[config.mk]
export PLATFORM = sky130hd
export DESIGN_NAME = seq_mult
export DESIGN_NICKNAME = d
export VERILOG_FILES = /design/src/rtl/mult_pkg.sv /design/src/rtl/mult_dp.sv /design/src/rtl/seq_mult.sv
export SDC_FILE = /design/constraint.sdc
export NUM_CORES = 1
export LEC_CHECK = 0
export CAP_MARGIN = 20
export CORE_MARGIN = 1.5
export CORE_UTILIZATION = 25
export CTS_CLUSTER_SIZE = 30
export DETAILED_ROUTE_END_ITERATION = 16
export PLACE_DENSITY_LB_ADDON = 0.3
export SKIP_CTS_REPAIR_TIMING = 1
export SYNTH_ARGS = -nofsm -noshare
export SYNTH_HDL_FRONTEND = slang
export SYNTH_SLANG_ARGS = --single-unit
export TNS_END_PERCENT = 50
[constraint.sdc]
create_clock -name clk -period 7.6 [get_ports clk]
set_input_delay 0.76 -clock clk [delete_from_list [all_inputs] [get_ports clk]]
set_output_delay 0.76 -clock clk [all_outputs]
set_load 0.1 [all_outputs]
[src/rtl/mult_pkg.sv]
// Shared definitions for the sequential shift-add multiplier.
package mult_pkg;

    localparam int unsigned DEFAULT_WIDTH = 16;

    typedef enum logic [1:0] {
        IDLE,
        CALC,
        DONE
    } state_t;

endpackage

[src/rtl/mult_dp.sv]
// Datapath of the shift-add multiplier.
// Holds the operand magnitudes, the sign flag, the accumulator and the product register.
module mult_dp
    import mult_pkg::*;
#(
    parameter int unsigned WIDTH = DEFAULT_WIDTH
) (
    input  logic                 clk,
    input  logic                 rst,
    input  logic                 load,
    input  logic                 step,
    input  logic                 write,
    input  logic                 signed_mode,
    input  logic [WIDTH-1:0]     a,
    input  logic [WIDTH-1:0]     b,
    output logic                 mplr_zero,
    output logic [2*WIDTH-1:0]   product
);

    logic [WIDTH-1:0]   a_mag;
    logic [WIDTH-1:0]   b_mag;
    logic [WIDTH-1:0]   mplr;
    logic [2*WIDTH-1:0] mcand;
    logic [2*WIDTH-1:0] acc;
    logic               neg;

    // Negating the most negative value wraps back to 2^(WIDTH-1).
    // That is the correct magnitude when the result is read as unsigned.
    always_comb begin
        a_mag = (signed_mode && a[WIDTH-1]) ? -a : a;
        b_mag = (signed_mode && b[WIDTH-1]) ? -b : b;
    end

    assign mplr_zero = (mplr == '0);

    always_ff @(posedge clk or posedge rst) begin
        if (rst) begin
            mcand   <= '0;
            mplr    <= '0;
            acc     <= '0;
            neg     <= 1'b0;
            product <= '0;
        end else begin
            if (load) begin
                mcand <= {{WIDTH{1'b0}}, a_mag};
                mplr  <= b_mag;
                acc   <= '0;
                neg   <= signed_mode & (a[WIDTH-1] ^ b[WIDTH-1]);
            end else if (step) begin
                if (mplr[0])
                    acc <= acc + mcand;
                mcand <= mcand << 1;
                mplr  <= mplr >> 1;
            end
            if (write)
                product <= neg ? -acc : acc;
        end
    end

endmodule

[src/rtl/seq_mult.sv]
// Sequential multiplier for signed or unsigned operands.
// It ends early once the remaining multiplier bits are zero.
module seq_mult
    import mult_pkg::*;
#(
    parameter int unsigned WIDTH = DEFAULT_WIDTH
) (
    input  logic                 clk,
    input  logic                 rst,
    input  logic                 start,
    input  logic                 signed_mode,
    input  logic [WIDTH-1:0]     a,
    input  logic [WIDTH-1:0]     b,
    output logic                 busy,
    output logic                 done,
    output logic [2*WIDTH-1:0]   product
);

    state_t state;
    state_t next_state;
    logic   load;
    logic   step;
    logic   write;
    logic   mplr_zero;

    always_ff @(posedge clk or posedge rst) begin
        if (rst)
            state <= IDLE;
        else
            state <= next_state;
    end

    always_comb begin
        next_state = state;
        load       = 1'b0;
        step       = 1'b0;
        write      = 1'b0;
        busy       = (state != IDLE);
        done       = (state == DONE);
        unique case (state)
            IDLE: begin
                if (start) begin
                    load       = 1'b1;
                    next_state = CALC;
                end
            end
            CALC: begin
                if (mplr_zero) begin
                    write      = 1'b1;
                    next_state = DONE;
                end else begin
                    step = 1'b1;
                end
            end
            DONE: next_state = IDLE;
            default: next_state = IDLE;
        endcase
    end

    mult_dp #(
        .WIDTH (WIDTH)
    ) u_dp (
        .clk         (clk),
        .rst         (rst),
        .load        (load),
        .step        (step),
        .write       (write),
        .signed_mode (signed_mode),
        .a           (a),
        .b           (b),
        .mplr_zero   (mplr_zero),
        .product     (product)
    );

endmodule

# Yosys cells after proc, flatten, opt, wreduce, memory -nomap -nowiden
# Cells that the tools add are included.
[totals]
inputBits = 36
register_bits = 115
wordCells = 44
[op_classes]
bitwise_logic = 2
n_addsub = 4
mux = 19
reduce_logical = 9
eq_ne = 4
[ops]
columns = ["cell", "n"]
rows = [
  ["two-way mux 32 bit", 6],
  ["two-way mux 16 bit", 4],
  ["adder 32 bit", 1],
  ["negation 16 bit", 2],
  ["negation 32 bit", 1],
  ["logical NOT 16 bit", 1],
  ["two-way mux 1 bit", 6],
  ["nonzero test 2 bit", 3],
  ["two-way mux 2 bit", 2],
  ["!= test 2 bit (second input constant)", 2],
  ["one-hot mux 2 bit (2 select lines)", 1],
  ["AND reduction 2 bit", 2],
  ["equality test 2 x 1 -> 1 bit (second input constant)", 1],
  ["equality test 2 bit (second input constant)", 1],
  ["logical AND 1 bit", 2],
  ["logical NOT 2 bit", 1],
  ["bitwise AND 1 bit", 1],
  ["bitwise XOR 1 bit", 1],
]

# Depth between registers and ports, before layout
# Gate-level depths: netlist of the first run.
[logic_depth]
depth_word = 5
mapped_depth = 11

# By module
# Synthesis of the first run repeated with hierarchy kept, for this count alone.
[unflattened]
hier_cells = 843
hier_area_um2 = 7468.4
[modules_own_cells]
columns = ["module", "seq_area_each_um2", "area_per_inst_um2", "cells_per_inst", "n_inst"]
rows = [
  ["mult_dp", 2827.7, 7347.0, 830, 1],
  ["seq_mult", 50.0, 121.4, 13, 1],
]

# Worst setup path after synthesis of the first run
# No wires, ideal clock.
[synth_path]
path_kind = "register -> register"
from = "register u_dp.acc[11]"
to = "register u_dp.acc[31]"
arrival_time_ns = 2.773
period_less_slack_ns = 2.901
slack_ns = 4.699
setup_time_ns = 0.128
required_ns = 7.472
path_stages_with_launch = 11
n_path_buf = 0
path_cell_list = "dfrtp_1 > ha_1 > and4_1 > nand2_1 > nand4b_1 > and2_1 > o311ai_0 > o311a_1 > mux2i_1 > o21ai_0 > mux2i_1"
[synth_between]
elab_chain_cells = 4
[synth_rtl]
columns = ["item", "line_no", "source"]
rows = [
  ["from (decl)", "mult_dp.sv:24", "logic [2*WIDTH-1:0] acc;"],
  ["from (signal assigned)", "mult_dp.sv:51", "acc <= acc + mcand;"],
  ["adder 32 bit", "mult_dp.sv:51", ""],
  ["two-way mux 32 bit", "mult_dp.sv:50", "if (mplr[0])"],
  ["two-way mux 32 bit", "mult_dp.sv:49", "end else if (step) begin"],
  ["two-way mux 32 bit", "mult_dp.sv:44", "if (load) begin"],
]
# Every way passes these cells. The select of a mux whose other input is x is not followed.
# A chain may end at the register's enable or synchronous reset.

# Worst setup path in the final report of the first run
[layout_path]
from = "register u_dp.acc[0]"
to = "register u_dp.acc[30]"
# Same word-level chain as after synthesis.

==> results of run 1 <==
-- state kept, by name, indices dropped and copies added (netlist names) --
signal and flops:
u_dp.mcand 32, state 2, u_dp.mplr 16, u_dp.product 32, u_dp.neg 1, u_dp.acc 32
-- cell type report --
type,count,area share
multi-input combinational,679,0.465
tap,384,0.0541
clock buffer,25,0.0558
timing repair buffer,77,0.0845
sequential,115,0.324
inverter,18,0.00789
clock inverter,5,0.00845
-- cells by family after synthesis --
| group | count (synthesis) |
|---|---|
| XOR/XNOR | 82 |
| AND/OR/NAND/NOR | 318 |
| buffers and inverters | 57 |
| flip-flops | 115 |
| AO/OA/AOI/OAI | 235 |
| adder cells (fa/ha/maj) | 35 |
| multiplexers | 9 |
-- cell usage after synthesis (9+ instances only) --
| library cell | n | area (sq um) |
|---|---|---|
| nand2_1 | 156 | 586 |
| dfrtp_1 | 115 | 2880 |
| clkbuf_1 | 35 | 131 |
| inv_1 | 18 | 67.6 |
| nand3_1 | 9 | 45.0 |
| o31ai_1 | 11 | 82.6 |
| nor4_1 | 9 | 56.3 |
| xor2_1 | 52 | 455 |
| o41ai_1 | 9 | 78.8 |
| xnor2_1 | 30 | 263 |
| a21oi_1 | 77 | 385 |
| ha_1 | 34 | 425 |
| a31oi_1 | 35 | 219 |
| o21ai_0 | 50 | 250 |
| a21o_1 | 13 | 97.6 |
| nor2_1 | 85 | 319 |
| and2_1 | 10 | 62.6 |
-- tightest hold or removal path: stages (launching register included) --
cell	delay [ns]
dfrtp_1	0.35
nand2_1	0.05
nand2_1	0.05
-- path summary, 6_finish.rpt --
kind                                   end  slack (ns)  depth (start not counted)
max                           u_dp.acc[30]        4.43                         11
min                               u_dp.neg        0.48                          2
max reg2reg                   u_dp.acc[30]        4.43                         11
min reg2reg                       u_dp.neg        0.48                          2
max in group asynchronous   u_dp.mcand[29]        5.50                          3
min in group asynchronous  u_dp.product[5]        0.75                          2
-- per-layer routing --
metal  up-vias  wire length (microns)  track usage
met3        18                    808       0.0279
met5         -                      0            0
li1       3114                      -            -
met4         0                    230       0.0406
met2       118                   7240        0.178
met1      2839                   9410        0.182
-- where the power goes --
part	internal (mW)	switching, mW	total, mW
registers	0.886	0.283	1.17
clock network	0.512	0.270	0.781
logic	0.825	1.51	2.33
==> summary.txt, run 1 <==
Run status
  – Status: finished, final reports clean

Cells and area
  – FF+latch area: ~2900 sq um
  – Final design utilization: 0.311
  – Commonest non-fill, non-tap cell in the layout: nand2_1
  – Net count reported at finish: 979
  – # fillers: about 3.1k
  – Design area: between 8000 and 9000 sq um
  – Cell Count, Final, Fillers Out: 1303
  – Area growth syn-to-layout: 23.1%
  – Area of the multi-input gates: between 4000 and 5000 sq um
  – Layout cells sized above 1: 0.0566
  – Most frequent cells in the layout: 155 x nand2_1, 115 x dfrtp_1, 85 x nor2_1
  – Antenna diodes: 0

GRT
  – Initial antenna violation count: 0
  – GRT Overall Usage: 0.124
  – Largest net degree at the start of global routing: 73
  – Vias in the first global route: 5866
  – First-pass GRT wire length: 30200 microns
  – Grt total ovfl: 0

Synthesis
  – Largest family of logic cells by synthesized area: compound AO/OA/AOI/OAI gates
  – Post-Syn Area: about 7200 sq um
  – Sequential fraction of the synthesis area: 0.399
  – Mux contribution to synthesized area: 0.0134
  – Synth Area in Compound Gates: 0.200
  – Post-Synthesis Cells: around 850
  – Synth Register Bits: between 100 and 150
  – Async SR Flop Fraction: 1.00
  – Distinct cells, synth: 60
  – XOR/XNOR Fraction of Synth Area: 0.0996
  – Synth Area in Simple Gates: 0.196
  – Synth warn: 0
  – Syn Area/Cell: roughly 8.5 sq um
  – Mapped Nets: approximately 920
  – Post-synth EDFFs: 0
  – Synth Flop Type: dfrtp_1
  – Post-Synth Adder-Cell Area: 0.0618

Drt
  – Final WL: roughly 18000 microns
  – Via density: about 4.7
  – Post-DRT Antenna Nets: 0
  – Vias: between 6k and 7k
  – Drt wl/cell: 13.6 microns
  – Post-route DRC: 0
  – Initial drt markers: about 400
  – Drt first pass iters: 5

Placed design
  – Pre-CTS WS: ~4.4 ns
  – Final Wtd Congestion: roughly 0.8
  – DP Area: slightly above 8000 sq um
  – DP HPWL: 13000 microns
  – Port Buf Inserts: 69
  – Placed cell count: ~1.3k

CTS
  – Max H-tree Level: 4
  – Worst-path clk slew: roughly 0.05 ns
  – Root Driver: clkbuf_16
  – Cts bufs inserted: 17
  – CTS sink cnt: roughly 120
  – CTS max path bufs: 2
  – CTS tree: yes
  – Clock Latency Late Sink: roughly 0.41 ns

Pwr
  – Max rail drop VDD: roughly 0.23 mV
  – Design Power: around 4.3 mW
  – Pwr/cell area: approximately 480 nW/um^2
  – Leak: around 3.8 nW

Timing
  – Clock Skew: approximately 0.0074 ns
  – Worst rel slew slack: 0.335
  – FMAX: between 300 and 400 MHz
  – Min cycle time layout: about 3.2 ns
  – Period Utilization, post-route: 0.417
  – RSZ-0062 raised after global routing: no
  – TNS Setup: 0 ns
  – Setup ws final: around 4.4 ns
  – WHS: about 0.48 ns
  – Slew Limit Fails: 0
  – Final setup vio count: 0
  – Fin. Hold Viols: 0
  – Worst slew pin tran: around 0.99 ns

Setup path
  – Slowest CP cell: a311oi_1
  – Worst Path Buf+Inv: 0
  – Crit-path max FO: 7
  – Most used cell, CP: a21oi_1
  – Worst Setup SP: u_dp.acc[0]
  – Critical path class: reg2reg
  – CP Data Arrival Time: approximately 3.4 ns
  – CP max stage delay: ~0.47 ns
  – Worst Path Required: around 8 ns
  – Cell family with the largest share of critical-path delay: compound AO/OA/AOI/OAI gates
  – CP Capture Type: register
  – Crit path launch type: register
  – CP Cell Sequence: ha_1 > fa_1 > a21oi_1 > o22ai_1 > a41o_1 > o211ai_1 > a21oi_1 > a311oi_1 > a21oi_1 > xnor2_1 > o21ai_0
  – R2R Path Start: u_dp.acc[0]

Floorplan
  – IO Pins: 70
  – Die area: between 20000 and 30000 sq um
  – Die height: ~170 microns
  – Row cnt: slightly above 60
  – Core area: roughly 29000 sq um
  – Die Width: 173 microns
  – Initial cell density of the core: 0.253

Job
  – Max Cap Violations: 0

Min path
  – Worst hold start: u_dp.neg
  – Hold crit path type: reg2reg
No activity file was read; power rests on OpenSTA's default activity.
==> run 2, diff against run 1 <==
==> constraint.sdc (replaced) <==
create_clock -name clk -period 2.6 [get_ports clk]
set_input_delay 0.26 -clock clk [delete_from_list [all_inputs] [get_ports clk]]
set_output_delay 0.26 -clock clk [all_outputs]
set_load 0.1 [all_outputs]
==> run 2 against run 1 <==
Largest cell class unchanged. Routed wire length rose by 9.3%. Clock power rose to 3.0 times the previous value. The run now ends with negative setup slack left. Design area rose by 11%. Critical endpoint is now u_dp.product[31]. Non-clock buffer count rose by 101. Maximum frequency rose by 14%. Sequential power rose to 2.8 times the previous value. Die area did not move. Combinational power rose to 3.6 times the previous value. Register-to-register slack got worse by 4.6 ns. Critical path depth fell by 1.
==> summary.txt, run 2 (synthesized netlist as in run 1, its figures left out) <==
Cells and area
  – Net count reported at finish: roughly 1.1k
  – Commonest non-fill, non-tap cell in the layout: nand2_1
  – Most frequent cells in the layout: 155 x nand2_1, 134 x buf_4, 115 x dfrtp_1
  – Cell Count, Final, Fillers Out: between 1k and 1.5k
  – FF+latch area: 2880 sq um
  – Final design utilization: 0.344
  – Biggest regs: u_dp.acc: 32 flops, u_dp.mcand: 32 flops, u_dp.product: 32 flops
  – Area of the multi-input gates: ~4300 sq um
  – Layout cells sized above 1: 0.209
  – Area growth syn-to-layout: 36.1%
  – Antenna diodes: 0
  – # fillers: 3002
  – Design area: 9820 sq um

Drt
  – Final WL: 19300 microns
  – Via density: around 4.6
  – Drt first pass iters: 4
  – Drt wl/cell: ~14 microns
  – Initial drt markers: ~300
  – Post-DRT Antenna Nets: 0
  – Vias: between 6k and 7k
  – Post-route DRC: 0

Placed design
  – Final Wtd Congestion: 0.818
  – Placed cell count: 1367
  – Port Buf Inserts: 69
  – Pre-CTS WS: -0.313 ns
  – DP HPWL: between 10000 and 15000 microns
  – DP Area: 8990 sq um

Pwr
  – Clk pwr share: 0.168
  – Max rail drop VDD: roughly 0.55 mV
  – Pwr/cell area: about 1400 nW/um^2
  – Leak: 4.39 nW
  – NetSw: approximately 6.5 mW
  – Internal power: around 7.6 mW
  – Sw Share: 0.462
  – Logic pwr share: 0.599
  – Reg power frac: 0.233

Timing
  – Worst slew pin tran: 0.624 ns
  – Period Utilization, post-route: 1.07
  – Final setup vio count: 9
  – RSZ-0062 raised after global routing: yes
  – Slew Limit Fails: 0
  – FMAX: 360 MHz
  – Fin. Hold Viols: 0
  – Clock Skew: 0.00805 ns
  – Setup ws final: -0.179 ns
  – Worst rel slew slack: 0.584
  – Min cycle time layout: between 2 and 3 ns

Floorplan
  – IO Pins: 70
  – Die area: roughly 30000 sq um
  – Initial cell density of the core: 0.253
  – Die height: 173 microns
  – Die Width: roughly 170 microns
  – Row cnt: 62
  – Core area: around 29000 sq um

GRT
  – Largest net degree at the start of global routing: between 40 and 50
  – Grt total ovfl: 0
  – First-pass GRT wire length: approximately 33000 microns
  – Initial antenna violation count: 0
  – GRT Overall Usage: 0.133
  – Vias in the first global route: ~6.3k

Setup path
  – CP Data Arrival Time: a little over 3 ns
  – Reg2reg setup slack: -0.18 ns
  – Crit path launch type: register
  – Crit-path max FO: 3
  – CP Capture Type: register
  – Worst Path Required: approximately 2.9 ns
  – Critical path class: reg2reg

CTS
  – Cts bufs inserted: 17
  – Worst-path clk slew: roughly 0.05 ns
  – CTS tree: yes
  – Max H-tree Level: 4
  – CTS max path bufs: 2
  – Root Driver: clkbuf_16
  – CTS sink cnt: approximately 120
  – Clock Latency Late Sink: 0.41 ns

Min path
  – Hold crit path type: in2async

Run status
  – Failing checks: negative setup slack
  – Status: finished with violations

Job
  – Max Cap Violations: 0
[run 2: cell count changes in the layout (fill, tap and decap cells not counted), moves of 3 or more]
cell             change
o21ai_0             -11
a211oi_1             -3
a21oi_1              -7
o21ai_2              +4
a211oi_2             +3
buf_6                +4
a21oi_2              +7
ha_1                 -3
clkdlybuf4s50_1     -34
o21ai_1              +7
buf_12               +5
buf_4              +126
[run 2: critical path, stage by stage, from the launching register on]
cell,delay (ns)
dfrtp_1,0.40
buf_4,0.14
or3_1,0.37
or2_1,0.26
nor2_4,0.13
nand4_2,0.15
or3_4,0.41
o31a_1,0.34
a21oi_2,0.14
xnor2_1,0.07
mux2_2,0.26
[run 2: layer usage]
metal  part of all wire  vias up  track usage  wire (microns)
li1                   -     3327            -               -
met1               0.53     3044        0.200           10300
met2               0.42       99        0.191            8110
met3              0.040       10       0.0273             768
met4              0.010        0       0.0391             195
met5                  0        -            0               0
[run 2: path summary, 6_finish.rpt]
check                            startpoint                to  depth (start not counted)
max                             u_dp.acc[2]  u_dp.product[31]                         10
min                                     rst   u_dp.product[4]                          2
max reg2reg                     u_dp.acc[2]  u_dp.product[31]                         10
min reg2reg                u_dp.product[26]  u_dp.product[26]                          1
max in group asynchronous               rst    u_dp.mcand[30]                          3
min in group clk           u_dp.product[26]  u_dp.product[26]                          1
[run 2: area by class of cell]
type,count,share of cell area
well taps,384,0.0489
repair buffers,178,0.153
multi-input cells,679,0.437
clock buffers,24,0.0501
flip-flops and latches,115,0.293
inverters,18,0.00726
clock inverters,5,0.0102
[run 2: stage by stage]
stage                     setup TNS, ns  total power, mW  hold slack [ns]
final                             -1.01             14.1            0.226
after global routing              -3.10             15.2            0.251
after CTS                         -3.18             13.8            0.230
after detailed placement          -3.02             11.3            0.501
after global placement            -2.46             11.3            0.499
after floorplan                  -0.885             8.66            0.388
[run 2: power by group through the flow]
stage | Combinational (mW) | Sequential (mW) | Clock [mW]
floorplan | 4.00 | 4.65 | 0
global placement | 8.00 | 3.28 | 0
detailed placement | 8.03 | 3.31 | 0
CTS | 8.07 | 3.28 | 2.43
global route | 9.34 | 3.41 | 2.49
finish | 8.46 | 3.30 | 2.37
